===== src/rtl/ccff_chain_loader.sv =====
// ccff_chain_loader
//
// Streams host configuration words, LSB first, into a serial configuration
// flip-flop (ccff) chain of CHAIN_LEN flops. An optional second pass re-sends
// the same stream and compares the bits coming out of the chain tail against
// the bits being shifted in, flagging any difference as a sticky error.
//
// Ports
//   prog_clk      in   single clock, all state changes on its rising edge
//   prog_reset_n  in   synchronous active-low reset
//   start         in   begin a load sequence (honoured in IDLE and DONE)
//   verify_en     in   request a readback pass, captured together with start
//   abort         in   cancel the pass in progress (LOAD/VERIFY only)
//   cfg_data      in   configuration word, LSB shifted first
//   cfg_valid     in   cfg_data valid
//   cfg_ready     out  loader accepts cfg_data this cycle
//   ccff_head     out  serial bit into the chain
//   ccff_tail     in   serial bit out of the chain
//   prog_en       out  chain shift enable, one bit per enabled edge
//   busy          out  LOAD or VERIFY in progress
//   done          out  sequence completed
//   error         out  abort seen or readback mismatch (sticky until start)
//   bit_count     out  bits shifted in the current pass
module ccff_chain_loader #(
    parameter int CHAIN_LEN = 64,
    parameter int WORD_W    = 32
) (
    input  logic                             prog_clk,
    input  logic                             prog_reset_n,
    input  logic                             start,
    input  logic                             verify_en,
    input  logic                             abort,
    input  logic [WORD_W-1:0]                cfg_data,
    input  logic                             cfg_valid,
    output logic                             cfg_ready,
    output logic                             ccff_head,
    input  logic                             ccff_tail,
    output logic                             prog_en,
    output logic                             busy,
    output logic                             done,
    output logic                             error,
    output logic [$clog2(CHAIN_LEN+1)-1:0]   bit_count
);

    localparam int BW = $clog2(CHAIN_LEN + 1);
    localparam int RW = $clog2(WORD_W + 1);
    localparam logic [BW-1:0] LAST_BIT = BW'(CHAIN_LEN - 1);

    typedef enum logic [1:0] {
        S_IDLE   = 2'd0,
        S_LOAD   = 2'd1,
        S_VERIFY = 2'd2,
        S_DONE   = 2'd3
    } state_t;

    state_t             state_q, state_d;
    logic [WORD_W-1:0]  shift_q, shift_d;
    logic [RW-1:0]      rem_q,   rem_d;
    logic [BW-1:0]      cnt_q,   cnt_d;
    logic               err_q,   err_d;
    logic               vfy_q,   vfy_d;

    logic [31:0]        left_bits;
    logic [RW-1:0]      word_len;

    // Bits still owed to the chain in this pass, capped at one word; the
    // upper bits of a final partial word are simply never shifted out.
    always_comb begin
        left_bits = 32'(CHAIN_LEN) - 32'(cnt_q);
        if (left_bits >= 32'(WORD_W)) begin
            word_len = RW'(WORD_W);
        end else begin
            word_len = RW'(left_bits);
        end
    end

    always_ff @(posedge prog_clk) begin
        if (!prog_reset_n) begin
            state_q <= S_IDLE;
            shift_q <= '0;
            rem_q   <= '0;
            cnt_q   <= '0;
            err_q   <= 1'b0;
            vfy_q   <= 1'b0;
        end else begin
            state_q <= state_d;
            shift_q <= shift_d;
            rem_q   <= rem_d;
            cnt_q   <= cnt_d;
            err_q   <= err_d;
            vfy_q   <= vfy_d;
        end
    end

    always_comb begin
        state_d   = state_q;
        shift_d   = shift_q;
        rem_d     = rem_q;
        cnt_d     = cnt_q;
        err_d     = err_q;
        vfy_d     = vfy_q;
        cfg_ready = 1'b0;
        prog_en   = 1'b0;
        ccff_head = 1'b0;

        case (state_q)
            S_IDLE, S_DONE: begin
                if (start) begin
                    state_d = S_LOAD;
                    cnt_d   = '0;
                    err_d   = 1'b0;
                    vfy_d   = verify_en;
                end
            end

            S_LOAD, S_VERIFY: begin
                if (abort) begin
                    // Abort wins over any handshake this cycle; the held word
                    // is dropped and the chain is left untouched.
                    state_d = S_IDLE;
                    err_d   = 1'b1;
                    shift_d = '0;
                    rem_d   = '0;
                end else begin
                    if (rem_q != '0) begin
                        prog_en   = 1'b1;
                        ccff_head = shift_q[0];
                        shift_d   = shift_q >> 1;
                        rem_d     = rem_q - RW'(1);
                    end else begin
                        cfg_ready = 1'b1;
                        // The accepted word's first bit goes straight to the
                        // chain, so back-to-back words leave no idle cycle.
                        if (cfg_valid) begin
                            prog_en   = 1'b1;
                            ccff_head = cfg_data[0];
                            shift_d   = cfg_data >> 1;
                            rem_d     = word_len - RW'(1);
                        end
                    end

                    if (prog_en) begin
                        cnt_d = cnt_q + BW'(1);
                        if ((state_q == S_VERIFY) && (ccff_tail != ccff_head)) begin
                            err_d = 1'b1;
                        end
                        if (cnt_q == LAST_BIT) begin
                            shift_d = '0;
                            rem_d   = '0;
                            if ((state_q == S_LOAD) && vfy_q) begin
                                state_d = S_VERIFY;
                                cnt_d   = '0;
                            end else begin
                                state_d = S_DONE;
                            end
                        end
                    end
                end
            end

            default: begin
                state_d = S_IDLE;
            end
        endcase

        // The chain must not advance on the reset edge itself.
        if (!prog_reset_n) begin
            cfg_ready = 1'b0;
            prog_en   = 1'b0;
            ccff_head = 1'b0;
        end
    end

    assign busy      = (state_q == S_LOAD) || (state_q == S_VERIFY);
    assign done      = (state_q == S_DONE);
    assign error     = err_q;
    assign bit_count = cnt_q;

endmodule

===== config.mk =====
export PLATFORM = sky130hd
export DESIGN_NAME = ccff_chain_loader
export DESIGN_NICKNAME = d
export VERILOG_FILES = /design/src/rtl/ccff_chain_loader.sv
export SDC_FILE = /design/constraint.sdc
export NUM_CORES = 1
export LEC_CHECK = 0
export CORE_MARGIN = 1
export CORE_UTILIZATION = 60
export CTS_BUF_LIST = sky130_fd_sc_hd__clkbuf_4
export CTS_CLUSTER_DIAMETER = 30
export DETAILED_ROUTE_END_ITERATION = 6
export GPL_TIMING_DRIVEN = 0
export PLACE_DENSITY = 0.91
export SLEW_MARGIN = 20
export SYNTH_ARGS = -nofsm -noshare
export SYNTH_HDL_FRONTEND = slang
export SYNTH_SLANG_ARGS = --single-unit

===== constraint.sdc =====
create_clock -name prog_clk -period 4.75 [get_ports prog_clk]
set_input_delay 0.475 -clock prog_clk [delete_from_list [all_inputs] [get_ports prog_clk]]
set_output_delay 0.475 -clock prog_clk [all_outputs]
set_load 0.05 [all_outputs]

==> impl_metrics.csv <==
group,metric,value,unit
logic_synthesis,ys_types,51,
logic_synthesis,synth-seq-cells,49,
floorplan,num_rows,26,
cts,cts_buffer_depth,2,
cts,cts.clk_slew.worst_paths,150,ps
worst_setup_path,arrival,3540,ps
drt,post_drt_wl_per_cell,15.28,um
power,p_seq_share,40.5,%
logic_synthesis,synth_fp_nets,449,
power,combPwrFrac,32.4,%
timing,report.final.slew_viol_count,0,
timing,slew_headroom,51.59,%
flow_run,maxCapViolCount,0,
global_route,grt_pass1_vias,3040,
power,powerDensity,294.8,nW/um^2
timing,fin_ws,730.9,ps
worst_setup_path,cp_data_required_time,4280,ps
floorplan,fp.coreArea,5107,um^2
logic_synthesis,yosys.area.top_type,"dfxtp_1",
power,irDropWorstVdd,0.0001791,V
hold_path,hp-class,"register to register",
drt,via_count,3177,
cts,cts_hold_buf,0,
power,switching_share,34.86,%
place,gp_congestion,0.8770,
logic_synthesis,yosysMostFrequentCell,"nand2_1",
place,place_ws,1184,ps
worst_setup_path,critPathLaunchType,"register",
timing,timing.final.crit_share,84.61,%
drt,via_per_inst,5.994,
global_route,gr-total-overflow,0,
power,internal-power,0.0007462,W
logic_synthesis,synthArstFlopShare,0,%
logic_synthesis,ys.flop_type,"dfxtp_1",
power,power_frac_clock,27.1,%
global_route,grt_start_max_net_pins,16,
logic_synthesis,syn_inst,402,
cts,root_buffer,"clkbuf_4",
place,hpwlAfterDp,5855,um
drt,antenna_left,0,
floorplan,dieHeight,74.98,um
worst_setup_path,path_class,"register to output port",
global_route,track_usage,31.29,%
cts,htree_levels,2,
worst_setup_path,critPathCaptureType,"output port",
status,run_status,"complete, no violations",
timing,holdWs,492.1,ps
final_layout,drive_above_1_share,5.870,%
logic_synthesis,synth_top_cells_by_count,"nand2_1 (80), dfxtp_1 (49), a21boi_0 (34)",
timing,finalHoldViolCount,0,
timing,period_needed,4019,ps
final_layout,area_growth,21.61,%
worst_setup_path,critical_path.cell_chain,"inv_1 -> ha_1 -> or3b_2 -> buf_2 -> nor3_2 -> buf_2 -> nand3_1 -> a21oi_1 -> clkdlybuf4s50_1",
timing,fmax,248.8,MHz
floorplan,die_w,74.98,um
global_route,grt_use_met3,5.890,%
power,p_sw,0.0003994,W
final_layout,diodes,0,
logic_synthesis,yosysWarnings,0,
cts,cts_tree,"yes",
drt,dr.pass1.iters,4,
floorplan,start_util,62.57,%
worst_setup_path,cp_slowest_stage_delay,850,ps
cts,cts_resized,0,
logic_synthesis,yosys.area.top_type_share,30.70,%
drt,drc,0,
floorplan,boundaryPins,52,
cts,cts_sinks,49,
cts,cts_setup_buffers,0,
cts,clk_latency,390,ps
place,port_buffers,50,
timing,fin_worst_skew,9.694,ps
logic_synthesis,yosysSeqAreaShare,30.70,%
logic_synthesis,netlist_area,3196,um^2
global_route,met1_usage,35.89,%
logic_synthesis,syn_area_per_cell,7.949,um^2
drt,wirelength,8098,um
drt,drt-initial-drc-count,214,
global_route,antenna_found_initial,0,
floorplan,die-area,5622,um^2
final_layout,layout.nets,506,
timing,worst_pin_slew,726.1,ps
timing,setup_tns,0,ps
global_route,met2_usage,56.56,%
global_route,grt_pass1_wl,13490,um
timing,finalSetupViolCount,0,
worst_setup_path,cp_max_fo,10,
global_route,top_usage_layer,"met2",
logic_synthesis,synthTopCellsByArea,"dfxtp_1 (31%), mux2i_1 (10%), nand2_1 (9.4%)",
cts,cts_made_buffers,5,
timing,rsz0062_at_grt,"false",
power,leakage,1.444,nW
worst_setup_path,slowest_stage,"clkdlybuf4s50_1",
worst_setup_path,crit_top_cell,"buf_2",
logic_synthesis,synth_enable_flop_cells,0,
-- logic make-up (layout without fill, tap and decap cells) --
group	Yosys count	in the layout	synth area share (%)
xor+xnor	9	9	2.467
fa+ha+maj	8	8	3.132
flops	49	49	30.70
simple gates	146	146	20.67
compound gates	116	116	26.70
mux	33	33	10.49
buf+inv	41	99	5.834
-- critical path, delay by kind of cell (launching register included) --
kind / cells / cell delay (ps)
adders and majority gates: 1 / 210
buffers and inverters: 4 / 1420
AOI/OAI and AO/OA: 1 / 200
and+or+nand+nor: 3 / 920
DFF: 1 / 400
-- cell usage in the layout, fill, tap and decap left out, types with 2 or more instances in the layout --
cell and instances:
o221a_2 2, inv_1 10, buf_1 3, nor2b_1 3, a21boi_0 34, a21boi_1 4
or3_1 4, a21oi_1 6, xor2_1 3, nand4_1 2, buf_6 4, nor3_1 5
ha_1 8, nor2_1 19, o21ai_0 13, nor3b_1 3, dfxtp_1 49, mux2i_1 32
o22ai_1 3, buf_2 2, o21a_1 3, o211ai_1 32, nand3_1 16, clkbuf_1 22
clkbuf_4 5, a31oi_1 4, a211oi_1 2, or2_2 2, xnor2_1 6, nand2b_1 4
nand2_1 80, o2bb2ai_1 2, clkdlybuf4s50_1 50, bufinv_16 2
-- sequential cells by signal, summed over array words and instances (netlist names) --
register / count
state_q: 2
rem_q: 6
error: 1
bit_count: 7
vfy_q: 1
shift_q: 32
-- metrics by stage --
stage / util, % / total power (W) / std cells / area [um^2]
finish: 76.09 / 0.001146 / 530 / 3886
global route: 76.09 / 0.001205 / 530 / 3886
CTS: 76.09 / 0.001143 / 530 / 3886
detailed placement: 74.08 / 0.0008382 / 522 / 3784
global placement: 74.08 / 0.0008258 / 522 / 3784
floorplan: - / 0.0007262 / 402 / 3196
-- layer usage --
metal / wire, um / share of wire, %
met5: 0 / 0
met4: 126 / 1.6
met3: 350 / 4.3
met2: 4229 / 52
met1: 3391 / 42
-- worst paths after layout --
path | cells past startpoint | slack (ps) | endpoint | start
worst max register to register | 13 | 1410 | rem_q[4] | bit_count[0]
worst max-delay path | 9 | 730 | ccff_head | rem_q[0]
worst min-delay path | 1 | 490 | shift_q[31] | shift_q[31]
worst min register to register | 1 | 490 | shift_q[31] | shift_q[31]
-- power by group through the flow --
stage	Combinational (W)	Clock [W]	Sequential, W
2_1_floorplan	0.000256	0	0.000470
3_3_place_gp	0.000355	0	0.000471
3_5_place_dp	0.000366	0	0.000472
4_1_cts	0.000369	0.000311	0.000463
5_1_grt	0.000414	0.000323	0.000468
6_report	0.000371	0.000311	0.000464
-- cell type report --
type	count	area, um^2
buffer	31	148.9
clock buffer	5	37.54
clock inverter	3	65.06
fill	388	1221
inverter	10	37.54
multi-input combinational	312	2028
sequential	49	980.9
tap	70	87.58
timing repair buffer	50	500.5
(Power assumes the default switching activity.)
